==> src/rtl/uart_tx_ctrl.sv <==
// UART transmit controller: drains the TX FIFO one byte per frame and serialises it LSB first.
// Optional even-parity bit between data and stop bits is compiled in with UART_TX_PARITY_EN.

module uart_tx_ctrl #(
  parameter int DataBits = 8,
  parameter int StopBits = 1,
  parameter int DivWidth = 16
) (
  input  logic                clk_i,
  input  logic                rst_i,
  input  logic [DivWidth-1:0] baud_div_i,
  input  logic                fifo_empty_i,
  input  logic [DataBits-1:0] fifo_rd_data_i,
  output logic                fifo_rd_en_o,
  output logic                tx_o,
  output logic                busy_o,
  output logic                frame_done_o
);

  localparam int IdxWidth = $clog2(DataBits);

`ifdef UART_TX_PARITY_EN
  typedef enum logic [2:0] {IDLE, FETCH, START, DATA, PARITY, STOP} state_e;
`else
  typedef enum logic [2:0] {IDLE, FETCH, START, DATA, STOP} state_e;
`endif

  state_e                state_q, state_d;
  logic [DataBits-1:0]   shift_q, shift_d;
  logic [DivWidth-1:0]   div_q, div_d;
  logic [DivWidth-1:0]   cnt_q, cnt_d;
  logic [IdxWidth-1:0]   idx_q, idx_d;
  logic                  stop_q, stop_d;
  logic                  tx_q, tx_d;
`ifdef UART_TX_PARITY_EN
  logic                  par_q, par_d;
`endif

  logic bit_end;

  assign bit_end = (cnt_q == '0);
  assign tx_o    = tx_q;
  assign busy_o  = (state_q != IDLE);

  always_ff @(posedge clk_i) begin
    if (rst_i) begin
      state_q <= IDLE;
      shift_q <= '0;
      div_q   <= '0;
      cnt_q   <= '0;
      idx_q   <= '0;
      stop_q  <= 1'b0;
      tx_q    <= 1'b1;
`ifdef UART_TX_PARITY_EN
      par_q   <= 1'b0;
`endif
    end else begin
      state_q <= state_d;
      shift_q <= shift_d;
      div_q   <= div_d;
      cnt_q   <= cnt_d;
      idx_q   <= idx_d;
      stop_q  <= stop_d;
      tx_q    <= tx_d;
`ifdef UART_TX_PARITY_EN
      par_q   <= par_d;
`endif
    end
  end

  // tx is registered, so each bit value is loaded on the same edge that enters its state
  always_comb begin
    state_d      = state_q;
    shift_d      = shift_q;
    div_d        = div_q;
    cnt_d        = cnt_q;
    idx_d        = idx_q;
    stop_d       = stop_q;
    tx_d         = tx_q;
`ifdef UART_TX_PARITY_EN
    par_d        = par_q;
`endif
    fifo_rd_en_o = 1'b0;
    frame_done_o = 1'b0;

    case (state_q)
      IDLE: begin
        tx_d = 1'b1;
        if (!fifo_empty_i) begin
          fifo_rd_en_o = !rst_i;
          state_d      = FETCH;
        end
      end

      FETCH: begin
        shift_d = fifo_rd_data_i;
`ifdef UART_TX_PARITY_EN
        par_d   = ^fifo_rd_data_i;
`endif
        div_d   = (baud_div_i == '0) ? DivWidth'(1) : baud_div_i;
        cnt_d   = div_d - 1'b1;
        idx_d   = '0;
        stop_d  = 1'b0;
        tx_d    = 1'b0;
        state_d = START;
      end

      START: begin
        if (bit_end) begin
          cnt_d   = div_q - 1'b1;
          tx_d    = shift_q[0];
          state_d = DATA;
        end else begin
          cnt_d = cnt_q - 1'b1;
        end
      end

      DATA: begin
        if (bit_end) begin
          cnt_d = div_q - 1'b1;
          if (idx_q == IdxWidth'(DataBits - 1)) begin
`ifdef UART_TX_PARITY_EN
            tx_d    = par_q;
            state_d = PARITY;
`else
            tx_d    = 1'b1;
            state_d = STOP;
`endif
          end else begin
            idx_d   = idx_q + 1'b1;
            shift_d = shift_q >> 1;
            tx_d    = shift_q[1];
          end
        end else begin
          cnt_d = cnt_q - 1'b1;
        end
      end

`ifdef UART_TX_PARITY_EN
      PARITY: begin
        if (bit_end) begin
          cnt_d   = div_q - 1'b1;
          tx_d    = 1'b1;
          state_d = STOP;
        end else begin
          cnt_d = cnt_q - 1'b1;
        end
      end
`endif

      STOP: begin
        if (bit_end) begin
          if (stop_q == 1'(StopBits - 1)) begin
            frame_done_o = 1'b1;
            state_d      = IDLE;
          end else begin
            stop_d = 1'b1;
            cnt_d  = div_q - 1'b1;
          end
        end else begin
          cnt_d = cnt_q - 1'b1;
        end
      end

      default: state_d = IDLE;
    endcase
  end

endmodule

==> config.mk <==
export PLATFORM = sky130hd
export DESIGN_NAME = uart_tx_ctrl
export DESIGN_NICKNAME = d
export VERILOG_FILES = /design/src/rtl/uart_tx_ctrl.sv
export SDC_FILE = /design/constraint.sdc
export NUM_CORES = 1
export LEC_CHECK = 0
export CAP_MARGIN = 10
export CORE_UTILIZATION = 52
export CTS_CLUSTER_DIAMETER = 150
export DETAILED_ROUTE_END_ITERATION = 10
export GPL_TIMING_DRIVEN = 0
export PLACE_DENSITY = 0.73
export SETUP_SLACK_MARGIN = 0.15
export SYNTH_ARGS = -nofsm -noshare
export SYNTH_HDL_FRONTEND = slang
export SYNTH_SLANG_ARGS = --single-unit
==> constraint.sdc <==
create_clock -name clk_i -period 3.6 [get_ports clk_i]
set_clock_uncertainty 0.1 [all_clocks]
set_input_delay 0.36 -clock clk_i [delete_from_list [all_inputs] [get_ports clk_i]]
set_output_delay 0.36 -clock clk_i [all_outputs]
set_load 0.1 [all_outputs]
* Word-level counts from Yosys, hierarchy flattened *
Index checks and enable logic that the tools add are counted.
Widths: inputs -> output; s select.

word-level totals
  input bits = 27
  flip-flop bits (word level) = 48
  output and inout port bits = 4
  logic and storage cells = 69

cells by class
  eq/ne operators = 13
  $add $sub $neg = 4
  reduce and logical (&&, ||, !) cells = 15
  muxes and demuxes = 30

operators by type and width
  kind                   count
  $mux 16                4
  $pmux 16 s3            1
  $sub 16x1->16 const B  3
  $logic_not 16->1       2
  $mux 3                 8
  $mux 8                 2
  $pmux 8 s2             1
  $pmux 3 s5             1
  $ne 2x2->1 const B     7
  $mux 1                 10
  $eq 3x2->1 const B     2
  $eq 3x3->1 const B     2
  $pmux 3 s2             1
  $reduce_and 3->1       2
  $reduce_and 6->1       1
  $reduce_bool 3->1      2
  $pmux 1 s4             1
  $reduce_and 2->1       2
  $reduce_bool 2->1      2
  $reduce_bool 4->1      1
  $add 3x1->3 const B    1
  $eq 3x1->1 const B     1
  $logic_not 3->1        1
  $ne 3x3->1 const B     1
  3 further kinds        3

* Logic depth before layout (Yosys ltp) *
Gate-level depths: netlist of run 1.

  depth after elaboration = 4
  gate-level depth with buffers = 13
  depth with buffers taken out = 10

* Least setup slack after synthesis of run 1 *
No wires, ideal clock.

  path type = register to output
  from = register state_q[1]
  to = output port fifo_rd_en_o
  required time = 3.140 ns
  cell stages (with the launch flop) = 4
  buffers on the path = 1
  arrival = 3.781 ns
  path slack = -0.641 ns
  cell sequence = dfxtp_1 -> buf_2 -> nor2_1 -> nor4b_1

between the ends
  cells in the longest elaborated chain, start to end = 2

RTL lines
  what                    RTL line  text
  start, declared         28        state_e state_q, state_d;
  start signal, assigned  58        state_q <= state_d;
  $logic_not 3->1         86        case (state_q)
  $mux 1                  86
  end, declared           14        output logic fifo_rd_en_o,

Every way passes these cells.

* Final worst setup path of run 1 *
  from = register state_q[1]
  to = output port busy_o

between the ends
  cells in the longest elaborated chain, start to end = 1

RTL lines
  what               RTL line  text
  $reduce_bool 3->1  43        assign busy_o = (state_q != IDLE);
  end, declared      16        output logic busy_o,

Every way passes these cells.

==> key figures, run 1 <==
Min path
  – Hold/Removal Path Class: flop to flop

CTS
  – CTS tree: yes
  – Post CTS Setup Buffer Count: 0
  – Clock Sink Count: 48
  – TritonCTS Buffers: 5
  – Number of hold buffers added after CTS: 0
  – Later-pin clock latency in the skew report: between 0.3 and 0.4 ns
  – CTS HTree Levels: 2
  – Maximum root-to-sink buffer count: 2
  – Master cell of the clock root buffer: clkbuf_8
  – Clk slew on worst S/H paths: about 0.10 ns
  – Number of gates resized after cts: 0

STA
  – Number of pins exceeding their max-slew limit in the final report: 0
  – Final count of negative-setup-slack endpoints: 0
  – Sum of negative setup slack: 0 ns
  – RSZ-0062 raised after global routing: no
  – Transition at the pin with the smallest max-transition slack: 0.971 ns
  – Number of hold violations in the final report: 0
  – Min Hold Slack: 0.359 ns
  – Peak Freq: 0.323 GHz
  – Worst slew margin relative to its limit: 0.351
  – Final worst path period need: 3.10 ns
  – Share of the cycle needed by the critical path after routing: 0.861

Layout
  – Final net count: 408
  – Area of all placed cells without fillers: between 0.003 and 0.004 mm2
  – Area added between synthesis and finish: 18.7%
  – Layout Cells excl Fill: around 450
  – Commonest cells after routing, fill and taps aside: nand2_1, dfxtp_1, nor2_1, clkdlybuf4s50_1, a21oi_1
  – Most common cell after layout, fill and taps aside: nand2_1
  – Diode count: 0
  – Ratio of cells with drive above 1 in the final layout: 0.0765

Floorplanning
  – Chip Width: 73.4 um
  – Std-Cell Rows: 25
  – Number of top-level pins: 31
  – Height of the die: 73.4 um
  – Core Footprint: 0.00482 mm2
  – Area enclosed by the die boundary: 0.00539 mm2
  – Initial core utilization: 0.550

Logic synthesis
  – Synthesized area per cell: approximately 7.8 um2
  – Synthesized netlist net count: ~370
  – Share of the yosys chip area belonging to registers: 0.362
  – Distinct cells, synth: 55
  – Async set or reset register ratio after synthesis: 0
  – Most used DFF post-synth: dfxtp_1
  – Synthesized flop and latch total: 48
  – EDFF count, synth: 0
  – Post-synth design cell area: 0.00265 mm2
  – Instance count of the mapped netlist: about 340
  – YS warnings: 0

Placed design
  – Dpl hpwl: approximately 5600 um
  – Post-place instance area: a little over 0.003 mm2
  – Final RePlAce weighted congestion: roughly 0.9
  – Placed insts: 438
  – IO buf count: 30

Drt
  – Violation count after the first detailed-route iteration: 281
  – Total number of vias: around 2700
  – Number of routed nets with antenna violations: 0
  – First-pass detailed-route iteration total: 5
  – Mean number of vias per cell: 6.07
  – Total wirelength of the detailed-routed design: 7420 um
  – Wire per inst: 16.6 um
  – Post-route DRC: 0

Power and ir drop
  – Switching share of total power: 0.355
  – Relative contribution of the clock network to total power: 0.250
  – Int Pwr: ~890 uW
  – Worst IR drop on VDD: 0.248 mV
  – Net switching power: 491 uW
  – Sequential Power Share: 0.456
  – PD cells: 439 mW/mm2
  – Combinational cell fraction of total power: 0.293
  – Leakage power: 1.07 nW

Global route
  – GRT Overall Usage: 0.291
  – Vias in the first global route: 2344
  – GRT overflow: 0
  – Initial antenna violation count: 0
  – Largest net degree at the start of global routing: 16
  – Global-route wire length before repair: around 12000 um

Setup path
  – Data required time at the worst endpoint: approximately 3.1 ns
  – WP data arrival: between 2 and 3 ns
  – Largest fanout on the critical path: 10
  – Setup Crit Path Kind: flop to primary output
  – Startpoint class of the critical path: flop
  – Crit. End Element: primary output

Run status
  – Status: completed

Job
  – Number of max-cap violations: 0
registers in the layout, indices dropped and copies added, names as in the netlist:
| register | flops |
|---|---|
| state_q | 3 |
| tx_o | 1 |
| idx_q | 3 |
| div_q | 16 |
| cnt_q | 16 |
| stop_q | 1 |
| shift_q | 8 |
cell families after synthesis:
group / after synthesis / synth area share
compound gates: 98 / 0.252
flops: 48 / 0.362
simple gates: 151 / 0.278
fa+ha+maj: 3 / 0.0142
xor+xnor: 8 / 0.0264
buf+inv: 30 / 0.0552
mux: 3 / 0.0113
layer usage:
| layer | part of all wire | global-route usage | routed length (um) |
|---|---|---|---|
| met5 | 0 | 0 | 0 |
| met4 | 0.026 | 0.0919 | 193 |
| met3 | 0.062 | 0.0425 | 457 |
| met2 | 0.43 | 0.442 | 3190 |
| met1 | 0.48 | 0.423 | 3580 |
stage by stage:
step	setup WS [ns]	util	power [mW]
floorplan	0.780	-	0.913
detailed placement	0.522	0.632	1.04
CTS	0.170	0.653	1.38
global route	0.392	0.653	1.45
global placement	0.556	0.632	1.03
finish	0.500	0.653	1.38
power groups by stage:
| stage | Sequential [mW] | Combinational, mW | Clock [mW] |
|---|---|---|---|
| after floorplan | 0.634 | 0.279 | 0 |
| after global placement | 0.639 | 0.392 | 0 |
| after detailed placement | 0.641 | 0.398 | 0 |
| after CTS | 0.629 | 0.400 | 0.350 |
| after global routing | 0.635 | 0.440 | 0.370 |
| final | 0.631 | 0.405 | 0.346 |
cells in the mapped netlist, drive strengths merged (2+ instances only):
library cell   n  share of area
nand2         57          0.084
dfxtp         48           0.36
nor2          36          0.052
a21oi         25          0.047
o21ai         22          0.042
nand3         21          0.042
clkbuf        15          0.021
a211oi        11          0.036
a311oi        11          0.039
nor4          11          0.032
buf           10          0.027
nor3           7          0.013
xnor2          7          0.023
a211o          6          0.020
inv            5         0.0071
o211ai         5          0.014
o22ai          4         0.0094
a22oi          3         0.0085
ha             3          0.014
mux2i          3          0.011
nand4          3         0.0071
a31oi          2         0.0047
and2           2         0.0047
o21a           2         0.0057
o221ai         2         0.0090
or2            2         0.0047
or3            2         0.0047
path summary, 6_finish.rpt:
check / from / endpoint / slack, ns / depth (start not counted)
worst max-delay path: state_q[1] / busy_o / 0.50 / 4
worst min-delay path: div_q[13] / div_q[13] / 0.36 / 2
worst max register to register: cnt_q[15] / cnt_q[13] / 0.67 / 8
worst min register to register: div_q[13] / div_q[13] / 0.36 / 2
layout make-up:
class,count,area (um2)
repair buffers,30,303
well taps,67,83.8
plain buffers,25,128
multi-input cells,263,1560
clock inverters,2,15.0
flip-flops and latches,48,961
clock buffers,6,82.6
inverters,5,18.8
fillers,471,1670
critical path, cell delays in order (launching register included):
cell and delay [ns]:
dfxtp_1 0.40, buf_2 0.23, buf_1 0.40, or3_1 0.17
clkdlybuf4s50_1 1.13
Power figures use the tool's default switching activity.
==> run 2: changes to the inputs <==
--- a/config.mk
+++ b/config.mk
@@ -9,9 +9,11 @@
 export CORE_UTILIZATION = 52
 export CTS_CLUSTER_DIAMETER = 150
 export DETAILED_ROUTE_END_ITERATION = 10
+export DONT_BUFFER_PORTS = 1
 export GPL_TIMING_DRIVEN = 0
-export PLACE_DENSITY = 0.73
+export PLACE_DENSITY = 0.68
 export SETUP_SLACK_MARGIN = 0.15
+export SLEW_MARGIN = 10
 export SYNTH_ARGS = -nofsm -noshare
 export SYNTH_HDL_FRONTEND = slang
 export SYNTH_SLANG_ARGS = --single-unit
==> constraint.sdc (replaced) <==
create_clock -name clk_i -period 2.5 [get_ports clk_i]
set_clock_uncertainty 0.1 [all_clocks]
set_input_delay 0.25 -clock clk_i [delete_from_list [all_inputs] [get_ports clk_i]]
set_output_delay 0.25 -clock clk_i [all_outputs]
set_load 0.1 [all_outputs]
==> run 2 against run 1 <==
Against the previous run: the run now ends with setup timing left; combinational power increased by 78%; critical path type is now flop to flop; register-to-register slack got worse by 0.73 ns; cell count up 3.8%; design area grew 14%; core utilization increased by 9.2 points; non-clock buffer count up 17; power up 66%; sequential share of layout area fell by 3.1 points; clock-buffer cell count is 1 higher.
==> key figures, run 2 (synthesis results as in run 1) <==
Run status
  – Status: complete, but fails checks
  – Violations in the final reports: setup timing

Floorplanning
  – Initial core utilization: 0.550 (unchanged)
  – Core Footprint: 0.00482 mm2 (unchanged)
  – Height of the die: 73.4 um (unchanged)
  – Chip Width: 73.4 um (unchanged)
  – Number of top-level pins: 31 (unchanged)
  – Std-Cell Rows: 25 (unchanged)
  – Area enclosed by the die boundary: 0.00539 mm2 (unchanged)

Placed design
  – IO buf count: 0 (-100%)
  – Dpl hpwl: 5490 um (-1.8%)
  – Post-place instance area: 0.00277 mm2 (-9.0%)
  – Final RePlAce weighted congestion: 0.993 (+13%)
  – Worst-case setup slack after placement: -0.344 ns (-0.866 ns)

Power and ir drop
  – Relative contribution of the clock network to total power: 0.270 (+0.020)
  – Worst IR drop on VDD: 0.582 mV (+130%)
  – Total Power: 2.30 mW (+66%)
  – PD cells: 640 mW/mm2 (+46%)
  – Sequential Power Share: 0.416 (-0.040)
  – Combinational cell fraction of total power: 0.314 (+0.021)
  – Leakage power: 1.30 nW (+22%)
  – Switching share of total power: 0.339 (-0.0162)
  – Net switching power: 779 uW (+59%)
  – Int Pwr: 1.52 mW (+70%)

CTS
  – Clk slew on worst S/H paths: 0.10 ns (about the same)
  – Later-pin clock latency in the skew report: 0.30 ns (about the same)
  – CTS tree: yes
  – Maximum root-to-sink buffer count: 2 (unchanged)
  – CTS HTree Levels: 2 (unchanged)
  – Clock Sink Count: 48 (unchanged)
  – Master cell of the clock root buffer: clkbuf_8
  – TritonCTS Buffers: 5 (unchanged)

Setup path
  – Count of cells along the worst register-to-register path: 10 (+2)
  – R2R Setup Slk: -0.06 ns (-0.73 ns)
  – Crit. End Element: flop
  – Capture point of the worst reg-to-reg path: cnt_q[15]
  – Startpoint of the most critical register-to-register path: state_q[0]
  – Setup Crit Path Kind: flop to flop
  – Startpoint class of the critical path: flop
  – Largest fanout on the critical path: 7 (-3)
  – WP data arrival: 2.68 ns (+0.04 ns)
  – Critical Path Source: state_q[0]
  – Data required time at the worst endpoint: 2.62 ns (-0.52 ns)
  – Worst Setup EP: cnt_q[15]

Drt
  – First-pass detailed-route iteration total: 5 (unchanged)
  – Number of routed nets with antenna violations: 0 (unchanged)
  – Post-route DRC: 0 (unchanged)
  – Total number of vias: 2867 (+5.9%)
  – Wire per inst: 18.3 um (+10%)
  – Violation count after the first detailed-route iteration: 288 (+2.5%)
  – Total wirelength of the detailed-routed design: 8490 um (+14%)
  – Mean number of vias per cell: 6.19 (+2.0%)

STA
  – Final worst path period need: 2.56 ns
  – Number of pins exceeding their max-slew limit in the final report: 0 (unchanged)
  – RSZ-0062 raised after global routing: yes
  – Peak Freq: 0.391 GHz
  – Sum of negative setup slack: -0.118 ns (-0.118 ns)
  – Number of hold violations in the final report: 0 (unchanged)
  – Transition at the pin with the smallest max-transition slack: 1.32 ns (+0.346 ns)
  – Worst slew margin relative to its limit: 0.118 (-0.232)
  – Post-layout worst setup margin: -0.0569 ns (-0.557 ns)
  – Share of the cycle needed by the critical path after routing: 1.02
  – Final count of negative-setup-slack endpoints: 5 (+5)

Layout
  – Area added between synthesis and finish: 35.3%
  – Ratio of cells with drive above 1 in the final layout: 0.280 (+0.204)
  – Final net count: 425 (+4.2%)
  – Commonest cells after routing, fill and taps aside: nand2_1, dfxtp_1, nor2_1, buf_4, a21oi_1
  – Filler Cells Inserted: 369 (-22%)
  – Biggest registers after layout: cnt_q: 16 flops, div_q: 16 flops, shift_q: 8 flops
  – Most common cell after layout, fill and taps aside: nand2_1
  – Area of all placed cells without fillers: 0.00359 mm2 (+14%)
  – Diode count: 0 (unchanged)

Global route
  – GRT Overall Usage: 0.327 (+0.0358)
  – Initial antenna violation count: 0 (unchanged)
  – Largest net degree at the start of global routing: 15 (-1)
  – Global-route wire length before repair: 13500 um (+14%)
  – Vias in the first global route: 2697 (+15%)
  – GRT overflow: 0 (unchanged)

Min path
  – Cell count of the worst hold path: 2 (unchanged)
  – Hold/Removal Path Class: primary input to flop

Job
  – Number of max-cap violations: 0 (unchanged)
[run 2: worst min path at each step]
stage                      start          to  slack (ns)
2_1_floorplan       fifo_empty_i  state_q[0]        0.27
3_3_place_gp        fifo_empty_i  state_q[0]        0.28
3_5_place_dp        fifo_empty_i  state_q[0]        0.28
4_1_cts        fifo_rd_data_i[6]  shift_q[6]       0.002
5_1_grt        fifo_rd_data_i[0]  shift_q[0]        0.02
6_report       fifo_rd_data_i[6]  shift_q[6]       0.009
[run 2: final cells by class]
| cell class | instances | area (um2) | area share |
|---|---|---|---|
| repair buffers | 47 | 412 | 0.115 |
| multi-input cells | 263 | 1780 | 0.495 |
| clock buffers | 7 | 96.3 | 0.0268 |
| flip-flops and latches | 48 | 983 | 0.274 |
| well taps | 67 | 83.8 | 0.0234 |
| plain buffers | 25 | 186 | 0.0520 |
| clock inverters | 1 | 30.0 | 0.00837 |
| inverters | 5 | 18.8 | 0.00523 |
[run 2: power groups by stage]
stage / clock network, mW / registers, mW / logic, mW
final: 0.621 / 0.956 / 0.721
after global routing: 0.654 / 0.961 / 0.775
after CTS: 0.620 / 0.945 / 0.662
after detailed placement: 0 / 0.938 / 0.503
after global placement: 0 / 0.938 / 0.496
after floorplan: 0 / 0.913 / 0.409
[run 2: metrics by stage]
stage / cells / utilization / hold slack (ns)
after global placement: 408 / 0.576 / 0.275
final: 463 / 0.745 / 0.00904
after global routing: 463 / 0.745 / 0.0171
after detailed placement: 408 / 0.576 / 0.281
after floorplan: 341 / - / 0.267
after CTS: 459 / 0.725 / 0.00198
[run 2: what timing repair did]
item	in CTS	in global routing
pin swaps	35	12
hold buffers	16	0
setup buffers	27	4
endpoints found under the hold margin	16	0
endpoints found under the setup margin	26	35
gates resized for setup	65	34
[run 2: worst max-delay path, stage by stage (launching register included)]
cell and delay [ns]:
dfxtp_2 0.32, buf_6 0.11, or3b_1 0.39, buf_6 0.16
nand3_1 0.08, o211ai_1 0.16, nor4_4 0.35, buf_4 0.19
nand3_2 0.06, or3_1 0.33, a311oi_2 0.23
[run 2: per-layer routing]
metal / GRT usage / vias to the layer above / routed length (um)
met2: 0.471 / 150 / 3660
met3: 0.0686 / 30 / 783
met1: 0.480 / 1336 / 3840
met4: 0.113 / 0 / 202
met5: 0 / - / 0
li1: - / 1351 / -
==> run 3: changes to the inputs <==
--- a/config.mk
+++ b/config.mk
@@ -6,12 +6,14 @@
 export NUM_CORES = 1
 export LEC_CHECK = 0
 export CAP_MARGIN = 10
-export CORE_UTILIZATION = 52
+export CELL_PAD_IN_SITES_DETAIL_PLACEMENT = 1
+export CELL_PAD_IN_SITES_GLOBAL_PLACEMENT = 1
+export CORE_UTILIZATION = 42
 export CTS_CLUSTER_DIAMETER = 150
 export DETAILED_ROUTE_END_ITERATION = 10
 export DONT_BUFFER_PORTS = 1
 export GPL_TIMING_DRIVEN = 0
-export PLACE_DENSITY = 0.68
+export PLACE_DENSITY = 0.73
 export SETUP_SLACK_MARGIN = 0.15
 export SLEW_MARGIN = 10
 export SYNTH_ARGS = -nofsm -noshare
==> run 3 against run 2 <==
Against the previous run: the flow still finishes with violations (setup timing); largest cell class unchanged; power down 2.7%; non-clock buffer count increased by 8; design area rose by 2.0%; critical endpoint is now cnt_q[10].
==> key figures, run 3 (synthesis results as in run 1) <==
Floorplanning
  – Std-Cell Rows: 28 (+12%)
  – Height of the die: 81.5 um (+11%)
  – Number of top-level pins: 31 (unchanged)
  – Core Footprint: 0.00599 mm2 (+24%)
  – Area enclosed by the die boundary: 0.00663 mm2 (+23%)
  – Chip Width: 81.5 um (+11%)
  – Initial core utilization: 0.443 (-0.108)

Setup path
  – Critical path's top delay family: buffers and inverters
  – R2R Setup Slk: -0.21 ns (-0.15 ns)
  – Startpoint class of the critical path: flop
  – Count of cells along the worst register-to-register path: 12 (+2)
  – Capture point of the worst reg-to-reg path: cnt_q[10]
  – Setup Crit Path Kind: flop to flop
  – Worst-path cell with the longest stage delay: dfxtp_4
  – Critical Path Source: cnt_q[14]
  – Largest fanout on the critical path: 4 (-3)
  – Critical Path, Cell by Cell: nor4_4 > nand4_1 > buf_4 > buf_4 > o211ai_1 > buf_4 > nor4_4 > buf_4 > buf_4 > nand3_1 > xor2_1 > a211oi_1
  – Slowest stage delay, CP: 0.37 ns (-0.02 ns)
  – Crit. End Element: flop
  – Buf+Inv Stages, Crit Path: 5 (+2)
  – Cell seen most often among critical-path stages: buf_4
  – Data required time at the worst endpoint: 2.57 ns (-0.05 ns)
  – WP data arrival: 2.78 ns (+0.10 ns)
  – Startpoint of the most critical register-to-register path: cnt_q[14]

Drt
  – Total number of vias: 3081 (+7.5%)
  – Post-route DRC: 0 (unchanged)
  – Total wirelength of the detailed-routed design: 11000 um (+29%)
  – Violation count after the first detailed-route iteration: 264 (-8.3%)
  – Number of routed nets with antenna violations: 0 (unchanged)
  – First-pass detailed-route iteration total: 5 (unchanged)
  – Mean number of vias per cell: 6.43 (+3.9%)
  – Wire per inst: 22.9 um (+25%)

CTS
  – CTS tree: yes
  – Master cell of the clock root buffer: clkbuf_8
  – Clk slew on worst S/H paths: 0.09 ns (about the same)
  – Maximum root-to-sink buffer count: 2 (unchanged)
  – TritonCTS Buffers: 5 (unchanged)
  – CTS HTree Levels: 2 (unchanged)
  – Later-pin clock latency in the skew report: 0.31 ns (about the same)
  – Clock Sink Count: 48 (unchanged)

Placed design
  – IO buf count: 0 (unchanged)
  – Final RePlAce weighted congestion: 0.848 (-15%)
  – Worst-case setup slack after placement: -0.453 ns (-0.109 ns)
  – Dpl hpwl: 6450 um (+17%)

Power and ir drop
  – Relative contribution of the clock network to total power: 0.222 (-0.048)
  – PD cells: 611 mW/mm2 (-4.6%)
  – Int Pwr: 1.40 mW (-7.5%)
  – Net switching power: 830 uW (+6.6%)
  – Combinational cell fraction of total power: 0.348 (+0.034)
  – Total Power: 2.23 mW (-2.7%)
  – Switching share of total power: 0.371 (+0.0325)
  – Leakage power: 1.34 nW (+2.6%)
  – Sequential Power Share: 0.429 (+0.013)
  – Worst IR drop on VDD: 0.324 mV (-44%)

Min path
  – Worst Hold Endpoint: shift_q[4]
  – Cell count of the worst hold path: 2 (unchanged)
  – Hold/Removal Path Class: primary input to flop
  – Worst Hold Launch: fifo_rd_data_i[4]

Layout
  – Final net count: 433 (+1.9%)
  – Ratio of cells with drive above 1 in the final layout: 0.292 (+0.0118)
  – Sequential cell area: 977 um2 (-0.64%)
  – Area added between synthesis and finish: 38.0%
  – Commonest cells after routing, fill and taps aside: nand2_1, dfxtp_1, buf_4, nor2_1, a21oi_1
  – Filler Cells Inserted: 705 (+91%)
  – Area used by multi-input combinational logic: 0.00182 mm2 (+2.1%)
  – Biggest registers after layout: cnt_q: 16 flops, div_q: 16 flops, shift_q: 8 flops
  – Most common cell after layout, fill and taps aside: nand2_1
  – Diode count: 0 (unchanged)

STA
  – Peak Freq: 0.369 GHz (-5.6%)
  – Final worst path period need: 2.71 ns (+0.153 ns)
  – Share of the cycle needed by the critical path after routing: 1.08 (+0.0612)
  – Post-layout worst setup margin: -0.210 ns (-0.153 ns)
  – Transition at the pin with the smallest max-transition slack: 1.32 ns (-0.000798 ns)
  – Number of pins exceeding their max-slew limit in the final report: 0 (unchanged)
  – Worst slew margin relative to its limit: 0.119 (+0.000534)
  – Number of hold violations in the final report: 0 (unchanged)
  – RSZ-0062 raised after global routing: yes
  – Final count of negative-setup-slack endpoints: 11 (+6)
  – Sum of negative setup slack: -1.27 ns (-1.15 ns)

Global route
  – Initial antenna violation count: 0 (unchanged)
  – Largest net degree at the start of global routing: 14 (-1)
  – Peak-usage layer in the global routing report: met2
  – GRT overflow: 0 (unchanged)
  – Global-route wire length before repair: 14800 um (+10%)
  – Met2 Track Usage GR: 0.474 (+0.00297)
  – Vias in the first global route: 2809 (+4.2%)
  – Met1 usage: 0.411 (-0.0683)
  – GRT Overall Usage: 0.303 (-0.0243)
  – Global Route met3 Usage: 0.0589 (-0.00970)

Run status
  – Violations in the final reports: setup timing
  – Status: complete, but fails checks

Job
  – Number of max-cap violations: 0 (unchanged)
==> run 3: cell types whose count changed in the layout (fill, tap and decap cells not counted), moves of 2 or more <==
| cell | previous run | this run |
|---|---|---|
| dfxtp_4 | 3 | 1 |
| clkbuf_1 | 6 | 9 |
| dlygate4sd3_1 | 16 | 20 |
| clkbuf_2 | 5 | 3 |
| buf_4 | 27 | 34 |
| buf_6 | 12 | 8 |
==> run 3: final cells by class <==
class	instances	share of cell area
sequential	48	0.267
inverter	5	0.00513
multi-input combinational	263	0.496
clock buffer	8	0.0246
buffer	25	0.0489
timing repair buffer	55	0.133
tap	75	0.0256
==> run 3: per-stage QoR <==
step,hold WS (ns),instance area (um2),instances,util
6_report,0.00720,3660,479,0.611
5_1_grt,0.0382,3660,479,0.611
4_1_cts,0.000853,3380,467,0.564
3_5_place_dp,0.277,2780,416,0.465
3_3_place_gp,0.275,2780,416,0.465
2_1_floorplan,0.267,2690,341,-
==> run 3: repair_timing <==
item | in CTS | in global routing
endpoints found under the hold margin | 20 | 0
hold buffers | 20 | 0
gates resized for setup | 47 | 55
pin swaps | 28 | 34
setup buffers | 23 | 12
setup endpoints to repair | 26 | 26
==> run 3: power groups by stage <==
| stage | Sequential [mW] | Combinational, mW | Clock, mW |
|---|---|---|---|
| 6_report | 0.959 | 0.778 | 0.497 |
| 5_1_grt | 0.964 | 0.821 | 0.524 |
| 4_1_cts | 0.931 | 0.639 | 0.497 |
| 3_5_place_dp | 0.942 | 0.519 | 0 |
| 3_3_place_gp | 0.940 | 0.506 | 0 |
| 2_1_floorplan | 0.913 | 0.409 | 0 |
==> run 3: worst max-delay path by stage <==
stage,cells past startpoint,end
after CTS,10,cnt_q[15]
after floorplan,9,cnt_q[14]
final,12,cnt_q[10]
after global routing,12,cnt_q[10]
after detailed placement,8,cnt_q[7]
after global placement,8,cnt_q[13]
==> run 3: metal layers <==
metal | routed length (um) | vias to the layer above
met1 | 4670 | 1522
met4 | 387 | 0
li1 | - | 1369
met5 | 0 | -
met2 | 5150 | 148
met3 | 739 | 42
==> edit 1: new RTL, config.mk and constraints of run 2 <==
Register the output `tx_o` once more, without a reset; this adds one clock of latency there. The other outputs are not delayed to match.
--- a/src/rtl/uart_tx_ctrl.sv
+++ b/src/rtl/uart_tx_ctrl.sv
@@ -40,5 +40,7 @@
 
   assign bit_end = (cnt_q == '0);
-  assign tx_o    = tx_q;
+  always_ff @(posedge clk_i) begin
+    tx_o <= tx_q;
+  end
   assign busy_o  = (state_q != IDLE);
 
Behaviour: not the same (Yosys sat finds a counterexample within 4 cycles, from zero or initial values and one cycle with rst_i high).
==> edit 1 against run 2 <==
The run still ends with setup timing left; sequential cell count grew 1; critical endpoint is now cnt_q[6]; worst setup slack lost 0.10 ns; routed wire length grew 25%; global-route usage grew 1.2 points; combinational power grew 36%; largest power group unchanged; via count grew 16%; cell area grew 12%; total power grew 8.6%; synthesized area grew 5.6%; highest routed layer unchanged; die area grew 5.5%.
==> edit 1: results (changes against run 2) <==
metric,value,unit,change
status,"finished, violations left",,unchanged
wirelength,10.61,mm,was 8.491 mm
met3_usage,0.07540,,was 0.06859
cts-htree-levels,2,,unchanged
dr.pass1.iters,5,,unchanged
routabilityCongestion,0.9560,,was 0.9929
drt_iter0_drc,500,,was 288
synth_xor_area_frac,0.02502,,was 0.02643
cp.arrival,2.74,ns,was 2.68 ns
synth_compound_area_frac,0.2587,,was 0.2525
synth_area_leaders,"dfxtp_1 (35%), nand2_1 (9.0%), a21oi_1 (5.4%)",,"was dfxtp_1 (36%), nand2_1 (7.9%), nor2_1 (5.0%)"
ys_seq_area_frac,0.3503,,was 0.3624
critical_path_peak_fanout,5,,was 7
n_clock_buffer,7,,unchanged
synth.distinct_cells,61,,was 55
use_met2,0.5258,,was 0.4712
final_cells,497,,was 463
fin_ws,-0.1592,ns,was -0.05688 ns
dp_hpwl,5.827,mm,was 5.489 mm
register_area,0.001023,mm^2,was 983.4 um^2
setup_viol,14,,was 5
worstMarginPinSlew,1.006,ns,was 1.317 ns
peakVddDrop,397.0,uV,was 582.2 uV
violations,setup timing,,unchanged
n_all_inverters,4,,was 5
clock_tree_area_fraction,0.02525,,was 0.03522
grt_pass1_wl,14.15,mm,was 13.46 mm
clock_path_buffers,2,,unchanged
met1_usage,0.4800,,was 0.4797
seq_share,0.2550,,was 0.2741
place_area,0.002949,mm^2,was 0.002774 mm^2
multi_input_area,0.002072,mm^2,was 0.001778 mm^2
final-nonclk-buf-share,0.1780,,was 0.1667
dp.cells,426,,was 408
synth_fp_nets,386,,was 371
drive_gt1_frac,0.3489,,was 0.2803
n_fill_cell,351,,was 369
slowest_delay,0.37,ns,was 0.39 ns
vias,3320,,"was 2,867"
signal_buffers,86,,was 72
grt_usage,0.3392,,was 0.3271
synthMuxAreaShare,0.01072,,was 0.01133
diodes,0,,unchanged
fin_setup_tns,-1.050,ns,was -0.1181 ns
multi_input_cells,280,,was 263
nets,456,,was 425
nWellTaps,70,,was 67
cts.sinks,49,,was 48
synthAdderAreaFrac,0.01340,,was 0.01416
dp_worst_setup_slack,-0.4585,ns,was -0.3439 ns
insertion_delay,0.31,ns,
hold_class,primary input to register,,unchanged
p_leak,1.443,nW,was 1.304 nW
synthTopCellsByCount,"nand2_1 (67), dfxtp_1 (49), nor2_1 (38)",,"was nand2_1 (56), dfxtp_1 (48), nor2_1 (35)"
cp_slowest_cell,dfxtp_4,,was or3b_1
syn_inst,356,,was 341
grt_max_degree,15,,unchanged
first_global_vias,2692,,"was 2,697"
edit 1: cell types whose count changed after synthesis, moves of 5 or more:
cell     before  now
a21oi_1      25   30
nand2_1      56   67
nand3_1      20    8
nor3_1        7   15
nor4_1       10    5
o21ai_0      22   13
edit 1: critical path, delay by kind of cell (launching register included):
family                   cells  cell delay, ns
AO/OA/AOI/OAI                2            0.41
XOR/XNOR                     1            0.15
adder cells (fa/ha/maj)      1            0.18
buffers and inverters        2            0.33
flip-flops                   1            0.37
multiplexers                 1            0.20
AND/OR/NAND/NOR              5            0.79
edit 1: repair_timing:
item,4_1_cts,5_1_grt
hold buffers,16,1
gates cloned,0,1
setup endpoints to repair,38,28
endpoints found under the hold margin,16,1
buffers inserted,32,13
gates resized for setup,70,51
pin swaps,32,32
edit 1: final timing paths:
kind                                   startpoint         end  slack (ns)  depth (start not counted)
worst max-delay path                    cnt_q[15]    cnt_q[6]       -0.16                         12
worst min-delay path            fifo_rd_data_i[2]  shift_q[2]       0.003                          2
worst max register to register          cnt_q[15]    cnt_q[6]       -0.16                         12
worst min register to register               tx_q        tx_o        0.25                          0
edit 1: metal layers:
metal  part of all wire  vias to the layer above  routed length (um)
met5                  0                        -                   0
met3               0.11                       39                1121
li1                   -                     1447                   -
met1               0.40                     1574                4280
met4              0.030                        0                 320
met2               0.46                      260                4889
edit 1: power breakdown:
group / switching [mW] / leakage (nW) / internal, mW
Combinational: 0.564 / 0.978 / 0.416
Clock: 0.275 / 0.0542 / 0.251
Sequential: 0.116 / 0.410 / 0.873
==> edit 2: new RTL, flow settings as in run 2 <==
Without the edit above. Change the parameter `DataBits` from 8 to 32.
--- a/src/rtl/uart_tx_ctrl.sv
+++ b/src/rtl/uart_tx_ctrl.sv
@@ -3,5 +3,5 @@
 
 module uart_tx_ctrl #(
-  parameter int DataBits = 8,
+  parameter int DataBits = 32,
   parameter int StopBits = 1,
   parameter int DivWidth = 16
Ports: changed (resized fifo_rd_data_i); port bits go from 31 to 55. No check against the original RTL was run, so the function may have changed too.
==> edit 2 against run 2 <==
The flow still finishes with violations (setup timing); synthesized area grew 46%; sequential cell count grew 26; cell area grew 54%; die area grew 45%; clock power grew 49%; total power grew 50%; worst setup slack lost 0.020 ns; synthesized cell count grew 38%; routed wire length grew 43%; sequential share of layout area shrank 0.21 points; maximum frequency shrank 0.78%; critical endpoint is now cnt_q[14]; largest cell class unchanged; largest power group unchanged.
==> edit 2: results (changes against run 2) <==
metric,value,unit,change
cts_setup_buffers,37,,was 27
holdWs,0.03062,ns,was 0.009036 ns
setup_viol,4,,was 5
worstMarginPinSlew,1.062,ns,was 1.317 ns
worst_r2r_endpoint,cnt_q[14],,was cnt_q[15]
fin_setup_tns,-0.1850,ns,was -0.1181 ns
worstHoldStart,baud_div_i[0],,was fifo_rd_data_i[6]
cts_buffers,9,,was 5
cts.reportedPaths.clkPinSlew,0.08,ns,was 0.10 ns
cts_hold_buf,48,,was 16
dp_hpwl,7.296,mm,was 5.489 mm
critical_path_peak_fanout,6,,was 7
synthAdderAreaFrac,0.009702,,was 0.01416
ys_seq_area_frac,0.3829,,was 0.3624
synth_area_leaders,"dfxtp_1 (38%), a311oi_1 (7.7%), nor2_1 (6.2%)",,"was dfxtp_1 (36%), nand2_1 (7.9%), nor2_1 (5.0%)"
grt_pass1_wl,18.06,mm,was 13.46 mm
slowest_delay,0.54,ns,was 0.39 ns
vias,4111,,"was 2,867"
drt_iter0_drc,248,,was 288
synth_fp_nets,525,,was 371
p_leak,2.095,nW,was 1.304 nW
dp_worst_setup_slack,-0.3065,ns,was -0.3439 ns
post_drt_wl_per_cell,17.66,um,was 18.34 um
grt_usage,0.3030,,was 0.3271
power_density,621.7,mW/mm^2,was 640.2 mW/mm^2
peakVddDrop,418.4,uV,was 582.2 uV
fin_ws,-0.07710,ns,was -0.05688 ns
met1_usage,0.3591,,was 0.4797
powerComb,1.11,mW,was 0.721 mW
synth.avg_cell_area,8.214,um^2,was 7.775 um^2
violations,setup timing,,unchanged
signal_buffers,143,,was 72
grt_max_degree,12,,was 15
wl_met3,708,um,was 783 um
cp.arrival,2.74,ns,was 2.68 ns
wl_met1,5.166,mm,was 3.844 mm
met3_usage,0.06903,,was 0.06859
synth_compound_area_frac,0.2338,,was 0.2525
n_clock_buffer,12,,was 7
status,"finished, violations left",,unchanged
synthTopCellsByCount,"dfxtp_1 (74), nor2_1 (64), nand2_1 (51)",,"was nand2_1 (56), dfxtp_1 (48), nor2_1 (35)"
first_global_vias,3818,,"was 2,697"
reg2reg_depth,9,,was 10
design_area,0.005539,mm^2,was 0.003588 mm^2
multi_input_area,0.002484,mm^2,was 0.001778 mm^2
final-nonclk-buf-share,0.2178,,was 0.1667
n_all_inverters,9,,was 5
min_to,div_q[0],,was shift_q[6]
switchingPower,1.159,mW,was 0.7788 mW
cts.repair.resized,63,,was 65
wl_met2,5.910,mm,was 3.660 mm
drive_gt1_frac,0.2763,,was 0.2803
cts.sinks,74,,was 48
## edit 2: cell types whose count changed after synthesis, moves of 8 or more
cell      delta
nor3_1       +9
o21ai_0     -12
nor2_1      +29
nand3_1     +19
a21oi_1     -14
dfxtp_1     +26
or3_1        +8
a22o_1      +15
clkbuf_1    +15
a311oi_1    +24
## edit 2: cells by family (layout without fill, tap and decap cells)
logic type      count (synthesis)  after routing
flops                          74             74
mux                             8              8
xor+xnor                        6              6
simple gates                  219            219
compound gates                112            113
buf+inv                        49            167
fa+ha+maj                       3              3
## edit 2: how the worst max path moves through the flow
stage | from | endpoint | slack (ns) | depth (start not counted)
finish | state_q[0] | cnt_q[14] | -0.08 | 9
global route | state_q[0] | cnt_q[14] | -0.15 | 9
CTS | cnt_q[10] | frame_done_o | -0.04 | 5
detailed placement | state_q[2] | cnt_q[12] | -0.31 | 11
global placement | cnt_q[11] | frame_done_o | -0.32 | 5
floorplan | cnt_q[0] | frame_done_o | -0.03 | 5
